### config.mk
export PLATFORM = sky130hd
export DESIGN_NAME = i2c_master_address_uc
export DESIGN_NICKNAME = d
export VERILOG_FILES = /design/src/rtl/i2c_master_address_uc.sv
export SDC_FILE = /design/constraint.sdc
export NUM_CORES = 1
export LEC_CHECK = 0
export ABC_AREA = 1
export BUFFER_PORTS_ARGS = -buffer_cell sky130_fd_sc_hd__buf_4
export CAP_MARGIN = 30
export CELL_PAD_IN_SITES_DETAIL_PLACEMENT = 1
export CELL_PAD_IN_SITES_GLOBAL_PLACEMENT = 1
export CORE_ASPECT_RATIO = 1.2
export CORE_UTILIZATION = 39
export CTS_CLUSTER_DIAMETER = 120
export CTS_CLUSTER_SIZE = 30
export DETAILED_ROUTE_END_ITERATION = 8
export PLACE_DENSITY = 0.82
export RECOVER_POWER = 50
export SLEW_MARGIN = 20
export SYNTH_ARGS = -nofsm -noshare
export SYNTH_HDL_FRONTEND = slang
export SYNTH_SLANG_ARGS = --single-unit
### constraint.sdc
create_clock -name CLK -period 1.55 [get_ports CLK]
set_input_delay 0.31 -clock CLK [delete_from_list [all_inputs] [get_ports CLK]]
set_output_delay 0.31 -clock CLK [all_outputs]
set_load 0.005 [all_outputs]
### src/rtl/i2c_master_address_uc.sv
// Single-master I2C address/data engine: START, LSB-first address + R/W, positive-ack
// handshakes, byte streaming with write-side clock stretching, and STOP.
module i2c_master_address_uc #(
  parameter int ADDRESSLENGTH = 7,
  parameter int CLKDIV        = 4
) (
  input  logic                     CLK,
  input  logic                     RST_N,
  input  logic                     Start,
  input  logic [ADDRESSLENGTH-1:0] Addr,
  input  logic                     RW,
  input  logic [7:0]               NBytes,
  input  logic [7:0]               TxData,
  input  logic                     TxValid,
  output logic                     TxReady,
  output logic [7:0]               RxData,
  output logic                     RxValid,
  output logic                     Busy,
  output logic                     Done,
  output logic                     Nack,
  output logic                     SCL,
  input  logic                     SDA_in,
  output logic                     SDA_oe
);

  localparam int DIVW = (CLKDIV > 1) ? $clog2(CLKDIV) : 1;
  localparam int MAXB = (ADDRESSLENGTH > 8) ? ADDRESSLENGTH : 8;
  localparam int BITW = $clog2(MAXB);
  localparam logic [DIVW-1:0] DIV_LAST  = DIVW'(CLKDIV - 1);
  localparam logic [BITW-1:0] ADDR_LAST = BITW'(ADDRESSLENGTH - 1);
  localparam logic [BITW-1:0] BYTE_LAST = BITW'(7);

  typedef enum logic [2:0] {IDLE, START, ADDR, RWBIT, AACK, DATA, DACK, STOP} state_t;

  state_t                   state_q, state_d;
  logic [DIVW-1:0]          div_q, div_d;
  logic [1:0]               phase_q, phase_d;
  logic [BITW-1:0]          bit_q, bit_d;
  logic [ADDRESSLENGTH-1:0] addr_sh_q, addr_sh_d;
  logic                     rw_q, rw_d;
  logic [7:0]               nbytes_q, nbytes_d;
  logic [7:0]               byte_cnt_q, byte_cnt_d;
  logic [7:0]               tx_sh_q, tx_sh_d;
  logic [7:0]               rx_sh_q, rx_sh_d;
  logic [7:0]               rx_data_q, rx_data_d;
  logic                     rx_valid_q, rx_valid_d;
  logic                     done_q, done_d;
  logic                     nack_q, nack_d;
  logic                     ack_q, ack_d;

  logic q_end, sample_pt, cell_end, cell_high, tx_slot, tx_ready;

  assign q_end     = (div_q == DIV_LAST);
  assign sample_pt = q_end && (phase_q == 2'd1);
  assign cell_end  = q_end && (phase_q == 2'd3);
  assign cell_high = (phase_q == 2'd1) || (phase_q == 2'd2);
  // The write byte is handed over only at the very first cycle of bit 0; without data we park here with SCL low.
  assign tx_slot   = (state_q == DATA) && !rw_q && (bit_q == '0) && (phase_q == 2'd0) && (div_q == '0);
  assign tx_ready  = tx_slot && TxValid;

  always_comb begin
    state_d    = state_q;
    div_d      = div_q;
    phase_d    = phase_q;
    bit_d      = bit_q;
    addr_sh_d  = addr_sh_q;
    rw_d       = rw_q;
    nbytes_d   = nbytes_q;
    byte_cnt_d = byte_cnt_q;
    tx_sh_d    = tx_sh_q;
    rx_sh_d    = rx_sh_q;
    rx_data_d  = rx_data_q;
    rx_valid_d = 1'b0;
    done_d     = 1'b0;
    nack_d     = nack_q;
    ack_d      = ack_q;

    if (state_q != IDLE && !(tx_slot && !TxValid)) begin
      div_d = q_end ? '0 : div_q + 1'b1;
      if (q_end) phase_d = phase_q + 2'd1;
    end

    case (state_q)
      IDLE: begin
        if (Start) begin
          state_d   = START;
          addr_sh_d = Addr;
          rw_d      = RW;
          nbytes_d  = NBytes;
          nack_d    = 1'b0;
          div_d     = '0;
          phase_d   = 2'd0;
          bit_d     = '0;
        end
      end
      START: begin
        if (q_end && phase_q == 2'd1) begin
          state_d = ADDR;
          phase_d = 2'd0;
        end
      end
      ADDR: begin
        if (cell_end) begin
          addr_sh_d = addr_sh_q >> 1;
          if (bit_q == ADDR_LAST) begin
            bit_d   = '0;
            state_d = RWBIT;
          end else begin
            bit_d = bit_q + 1'b1;
          end
        end
      end
      RWBIT: begin
        if (cell_end) state_d = AACK;
      end
      AACK: begin
        if (sample_pt) begin
          ack_d = SDA_in;
          if (!SDA_in) nack_d = 1'b1;
        end
        if (cell_end) begin
          if (!ack_q || nbytes_q == 8'd0) begin
            state_d = STOP;
          end else begin
            state_d    = DATA;
            byte_cnt_d = nbytes_q;
          end
        end
      end
      DATA: begin
        if (tx_ready) tx_sh_d = TxData;
        if (rw_q && sample_pt) begin
          rx_sh_d = {SDA_in, rx_sh_q[7:1]};
          if (bit_q == BYTE_LAST) begin
            rx_data_d  = {SDA_in, rx_sh_q[7:1]};
            rx_valid_d = 1'b1;
          end
        end
        if (cell_end) begin
          tx_sh_d = tx_sh_q >> 1;
          if (bit_q == BYTE_LAST) begin
            bit_d   = '0;
            state_d = DACK;
          end else begin
            bit_d = bit_q + 1'b1;
          end
        end
      end
      DACK: begin
        if (!rw_q && sample_pt) begin
          ack_d = SDA_in;
          if (!SDA_in) nack_d = 1'b1;
        end
        if (cell_end) begin
          if (byte_cnt_q != 8'd0) byte_cnt_d = byte_cnt_q - 8'd1;
          if ((!rw_q && !ack_q) || byte_cnt_q <= 8'd1) state_d = STOP;
          else                                         state_d = DATA;
        end
      end
      STOP: begin
        if (q_end && phase_q == 2'd2) begin
          state_d = IDLE;
          done_d  = 1'b1;
          div_d   = '0;
          phase_d = 2'd0;
        end
      end
      default: state_d = IDLE;
    endcase
  end

  // Bus pins decode straight from state so reset releases the bus in the same cycle.
  always_comb begin
    SCL    = 1'b1;
    SDA_oe = 1'b0;
    case (state_q)
      START: begin
        SCL    = (phase_q == 2'd0);
        SDA_oe = 1'b1;
      end
      ADDR: begin
        SCL    = cell_high;
        SDA_oe = ~addr_sh_q[0];
      end
      RWBIT: begin
        SCL    = cell_high;
        SDA_oe = ~rw_q;
      end
      AACK: SCL = cell_high;
      DATA: begin
        SCL = cell_high;
        if (!rw_q) SDA_oe = tx_slot ? (TxValid & ~TxData[0]) : ~tx_sh_q[0];
      end
      DACK: begin
        SCL = cell_high;
        if (rw_q) SDA_oe = (byte_cnt_q <= 8'd1);
      end
      STOP: begin
        SCL    = (phase_q != 2'd0);
        SDA_oe = (phase_q < 2'd2);
      end
      default: ;
    endcase
  end

  always_ff @(posedge CLK or negedge RST_N) begin
    if (!RST_N) begin
      state_q    <= IDLE;
      div_q      <= '0;
      phase_q    <= 2'd0;
      bit_q      <= '0;
      addr_sh_q  <= '0;
      rw_q       <= 1'b0;
      nbytes_q   <= 8'd0;
      byte_cnt_q <= 8'd0;
      tx_sh_q    <= 8'd0;
      rx_sh_q    <= 8'd0;
      rx_data_q  <= 8'd0;
      rx_valid_q <= 1'b0;
      done_q     <= 1'b0;
      nack_q     <= 1'b0;
      ack_q      <= 1'b0;
    end else begin
      state_q    <= state_d;
      div_q      <= div_d;
      phase_q    <= phase_d;
      bit_q      <= bit_d;
      addr_sh_q  <= addr_sh_d;
      rw_q       <= rw_d;
      nbytes_q   <= nbytes_d;
      byte_cnt_q <= byte_cnt_d;
      tx_sh_q    <= tx_sh_d;
      rx_sh_q    <= rx_sh_d;
      rx_data_q  <= rx_data_d;
      rx_valid_q <= rx_valid_d;
      done_q     <= done_d;
      nack_q     <= nack_d;
      ack_q      <= ack_d;
    end
  end

  assign TxReady = tx_ready;
  assign RxData  = rx_data_q;
  assign RxValid = rx_valid_q;
  assign Busy    = (state_q != IDLE);
  assign Done    = done_q;
  assign Nack    = nack_q;

endmodule

## After elaboration in Yosys (flattened, before gate mapping)

Index checks and enable logic that the tools add are counted.
W data, S select, Z words.

- Bits in registers: 62
- Bits of input ports: 29
- Output and inout port bits: 15
- Word-level logic and storage cells: 155

- Add/sub/neg operators: 4
- $lt $le $gt $ge: 2
- Equal/unequal tests: 27
- Multiplexer cells: 58
- Bitwise operators: 5
- Reductions and logical operators: 44

Operators with widths:

| operator | count |
|---|---|
| $mux W8 | 6 |
| $mux W3 | 15 |
| $ne A2 B2 Y1 const B | 13 |
| $pmux W3 S8 | 1 |
| $mux W2 | 11 |
| $eq A3 B3 Y1 const B | 6 |
| $pmux W8 S2 | 1 |
| $mux W1 | 14 |
| $mux W7 | 2 |
| $pmux W7 S2 | 1 |
| $logic_and A1 B1 Y1 | 13 |
| $reduce_and A10 Y1 | 1 |
| $pmux W3 S3 | 1 |
| $reduce_and A3 Y1 | 3 |
| $reduce_bool A3 Y1 | 3 |
| $le A8 B1 Y1 const B | 1 |
| $logic_not A8 Y1 | 1 |
| $reduce_and A4 Y1 | 2 |
| $reduce_bool A2 Y1 | 4 |
| $reduce_bool A8 Y1 | 1 |
| $sub A8 B1 Y8 const B | 1 |
| $eq A2 B2 Y1 const B | 3 |
| $eq A3 B2 Y1 const B | 2 |
| $logic_not A3 Y1 | 2 |
| other kinds (19) | 32 |

## Depth between registers and ports, before layout

- Word-level depth: 11
- Mapped depth: 10
- Depth with buffers taken out: 10

## Worst setup path after synthesis

Ideal clock, no wire load.

- Path kind: reg-to-output
- Start: register phase_q[0]
- End: output SDA_oe
- Arrival: 1.232 ns
- Required time: 1.240 ns
- Setup slack: 0.008 ns
- Stages on the path, launching flop included: 9
- Path buffers: 0
- Path through: dfrtp_1 > inv_1 > ha_1 > nand2_1 > nor2_1 > nand3_1 > nor2_1 > o21ai_0 > nand2_1

- Word-level cells in the longest chain between the ends: 6
- Elaborated cells between the ends (all ways): 7
- Those cells by class: 1 x order compare; 3 x mux; 3 x reduce/logical

RTL lines:

| what | RTL line | RTL |
|---|---|---|
| start: declaration | 37 | `logic [1:0] phase_q, phase_d;` |
| start signal: assignment | 226 | `phase_q <= phase_d;` |
| $logic_not A2 Y1 | 58 | `assign tx_slot = (state_q == DATA) && !rw_q && (bit_q == '0) && (phase_q == 2'd0) && (div_q == '0);` |
| $logic_and A1 B1 Y1 (2 in a row) | 58 |  |
| $mux W1 (2 in a row) | 192 | `if (!rw_q) SDA_oe = tx_slot ? (TxValid & ~TxData[0]) : ~tx_sh_q[0];` |
| $pmux W1 S6 (*) | 176 | `case (state_q)` |
| end: declaration | 23 | `output logic SDA_oe` |

Mark *: on every way between the ends. The rest lies on a longest branch, timed or not.

## Worst setup path in the final report

- Start: register state_q[1]
- End: output SDA_oe

- Word-level cells in the longest chain between the ends: 8
- Elaborated cells between the ends (all ways): 13
- Those cells by class: 6 x eq/ne; 3 x mux; 4 x reduce/logical

RTL lines:

| what | RTL line | RTL |
|---|---|---|
| start: declaration | 35 | `state_t state_q, state_d;` |
| start signal: assignment | 224 | `state_q <= state_d;` |
| $eq A3 B3 Y1 | 58, 176 |  |
| $logic_and A1 B1 Y1 (4 in a row) | 58 |  |
| $mux W1 (2 in a row) | 192 |  |
| $pmux W1 S6 (*) | 176 |  |

Marked as above.

==> results by group <==
Final layout
  • Area grow syn2layout: 49.82%
  • Layout cell share with drive strength beyond 1: 0.4236
  • Fin nets: 614
  • Filler cells: 1026
  • Most common cell after layout, fill and taps aside: nand2_1
  • Register cell area after layout: 1531 um2
  • Multi-input gate area: 2078 um2
  • ANT cells: 0
  • Most frequent cells in the layout: 134 x nand2_1, 101 x buf_4, 57 x dfrtp_1, 36 x inv_1, 28 x nand3_1

STA
  • Tcrit/Tclk final: 1.382
  • Final setup fails: 62
  • Hold WS: 174.8 ps
  • Slew headroom: 0.4120
  • PnR worst setup slack: -592.8 ps
  • Tightest Pin Transition: 882.0 ps
  • Layout Skew: 26.50 ps
  • Unrepaired setup endpoints after global routing: true
  • Pins Over Slew Limit: 0
  • Fmax: 466.7 MHz
  • Minimum clock period: 2143 ps
  • Final hold violations: 0

Floorplanning
  • # IOs: 44
  • Row cnt: 37
  • Core Area: 8611 um2
  • Initial Util: 0.4037
  • Die W: 88.18 um
  • Full die area: 9295 um2
  • Die Y: 105.4 um

Outcome
  • Violated checks: negative setup slack
  • Status: complete, but fails checks

Worst setup path
  • Crit Path Class: register to primary output
  • Critical Path Start Type: register
  • CP cell instances: buf_6, nand3_2, o211ai_1, nor2_2, nand2_1, buf_4
  • CP endpoint kind: primary output
  • CP delay by family, top: flip-flops
  • CP Buf/Inv Count: 2
  • Required @ worst endpoint: 1240 ps
  • Slowest-stage cell, CP: dfrtp_2
  • Arrival @ worst endpoint: 1830 ps
  • Crit-path max cell delay: 510 ps
  • Peak fanout along the critical path: 6

Routing
  • Routed Wire Length: 15460 um
  • Via density: 5.547
  • Iteration-0 DRC Markers: 224
  • Antenna Nets Post-Route: 0
  • Total number of vias: 3844
  • Drt drc: 0
  • Wire length per cell: 22.30 um
  • First-pass DRT Iterations: 6

Yosys
  • Synth Warn #: 0
  • Flop and latch count out of synthesis: 61
  • Post-synthesis sequential area ratio: 0.4392
  • Syn_nets: 491
  • Mean post-synth cell area: 7.741 um2
  • Post-synth cell types: 30
  • Synthesized instance count: 449
  • Mapped Area: 3476 um2

Clocking
  • # clock sinks: 61
  • Clk root buf: clkbuf_8
  • Clock buffer count from CTS: 9
  • Clk Latency, worst-skew pair: 380 ps
  • Clock slew at reported path FFs: 100 ps
  • Clock buffer depth: 2
  • Htree depth: 3
  • CTS tree: built

Global routing
  • First-pass GRT wire length: 19460 um
  • Number of global-route vias before repair: 3920
  • Total gr overflow: 0
  • Gr usage total: 0.2776
  • Initial antenna violation count: 0
  • Largest net degree at the start of global routing: 62

Placement
  • GPL Wtd Cong: 0.8464
  • Number of port buffers: 43
  • Setup slack at placement: -143.4 ps
  • Hpwl dp: 7084 um

Power
  • Peak supply drop: 0.001088 V
  • Power density over cell area: 1581 nW/um2
  • Leakage: 0.002600 uW

Job
  • Max_cap viols: 0

Hold path
  • HP Class: primary input to register
-- cell type report --
cell class	count	share of cell area
Tap cell	117	0.02811
Sequential cell	61	0.2941
Multi-Input combinational cell	329	0.3991
Clock buffer	11	0.02715
Timing Repair Buffer	120	0.1968
Inverter	51	0.04085
Clock inverter	4	0.01394
-- cells in the mapped netlist --
library cell / n / share of area
nand2_1: 156 / 0.17
dfrtp_1: 61 / 0.44
inv_1: 46 / 0.050
nor2_1: 39 / 0.042
nand3_1: 35 / 0.050
o21ai_0: 30 / 0.043
ha_1: 13 / 0.047
o21ai_2: 9 / 0.023
o211ai_1: 8 / 0.017
mux2_2: 7 / 0.023
nand2_2: 7 / 0.013
a21oi_1: 6 / 0.0086
buf_6: 5 / 0.016
nor2_2: 5 / 0.0090
buf_2: 3 / 0.0043
clkinv_1: 2 / 0.0022
nand2_4: 2 / 0.0065
nand4_1: 2 / 0.0036
o21ai_1: 2 / 0.0029
a21oi_4: 1 / 0.0047
buf_4: 1 / 0.0022
clkinv_2: 1 / 0.0014
inv_2: 1 / 0.0011
inv_6: 1 / 0.0025
nand3_2: 1 / 0.0029
nand3_4: 1 / 0.0050
nor3_1: 1 / 0.0014
nor3_4: 1 / 0.0047
o21bai_2: 1 / 0.0032
xor2_1: 1 / 0.0025
-- power by group --
part | switching [uW] | leakage, uW | total, uW | internal, uW
registers | 372 | 0.000789 | 2320 | 1950
logic | 2510 | 0.00171 | 4250 | 1740
clock network | 728 | 0.000105 | 1670 | 939
-- routing by layer --
layer  up-vias  global-route usage  routed length (um)
li1       1670                   -                   -
met3        76             0.06656                 743
met5         -                   0                   0
met4         0              0.1256                 938
met1      1921              0.3111                6008
met2       177              0.4868                7766
-- worst paths after layout --
kind                                  from            end  slack (ps)  cells past startpoint
max in group asynchronous            RST_N  byte_cnt_q[0]         210                      3
worst max-delay path            state_q[1]         SDA_oe        -590                      6
min in group asynchronous            RST_N   addr_sh_q[6]         700                      3
worst max register to register  state_q[0]  byte_cnt_q[4]        -290                     10
worst min register to register   RxData[5]      RxData[5]         490                      2
worst min-delay path             NBytes[1]    nbytes_q[1]         170                      2
-- worst register-to-register path: stages (launching register included) --
cell and delay (ps):
dfrtp_2 510, buf_4 180, nor2_2 150, nand2_2 120
buf_12 140, nand2_1 70, nand3_1 110, nor2_1 170
buf_4 160, nand2_1 80, nand2_1 70
-- state kept, by name (all words and copies together), names as in the netlist, 2 cells and up --
| name | count |
|---|---|
| phase_q | 2 |
| RxData | 8 |
| state_q | 3 |
| div_q | 2 |
| addr_sh_q | 7 |
| bit_q | 3 |
| byte_cnt_q | 8 |
| nbytes_q | 8 |
| tx_sh_q | 8 |
| rx_sh_q | 7 |
-- cells by family (layout without fill, tap and decap cells) --
family,count (synthesis),after routing,synth area share
multiplexers,7,7,0.02268
AO/OA/AOI/OAI,57,57,0.1026
XOR/XNOR,1,1,0.002520
buffers and inverters,60,186,0.07955
flip-flops,61,61,0.4392
adder cells (fa/ha/maj),13,13,0.04680
AND/OR/NAND/NOR,250,251,0.3067
-- repair_timing --
item	4_1_cts	5_1_grt
endpoints found under the hold margin	61	0
cloned	0	3
hold buffers	1	0
endpoints found under the setup margin	37	62
setup buffers	14	12
pin swaps	13	27
resized for setup	48	84
-- through the flow --
step	cell area [um2]	power (uW)	TNS, ps	util	instances
2_1_floorplan	3476	3874	0	-	449
3_3_place_gp	4292	4796	-80.93	0.4984	650
3_5_place_dp	4292	4948	-1389	0.4984	650
4_1_cts	4767	7075	-2019	0.5536	680
5_1_grt	5207	8566	-12320	0.6048	693
6_report	5207	8234	-10140	0.6048	693
Note: power is estimated with default switching activity, not from simulation.
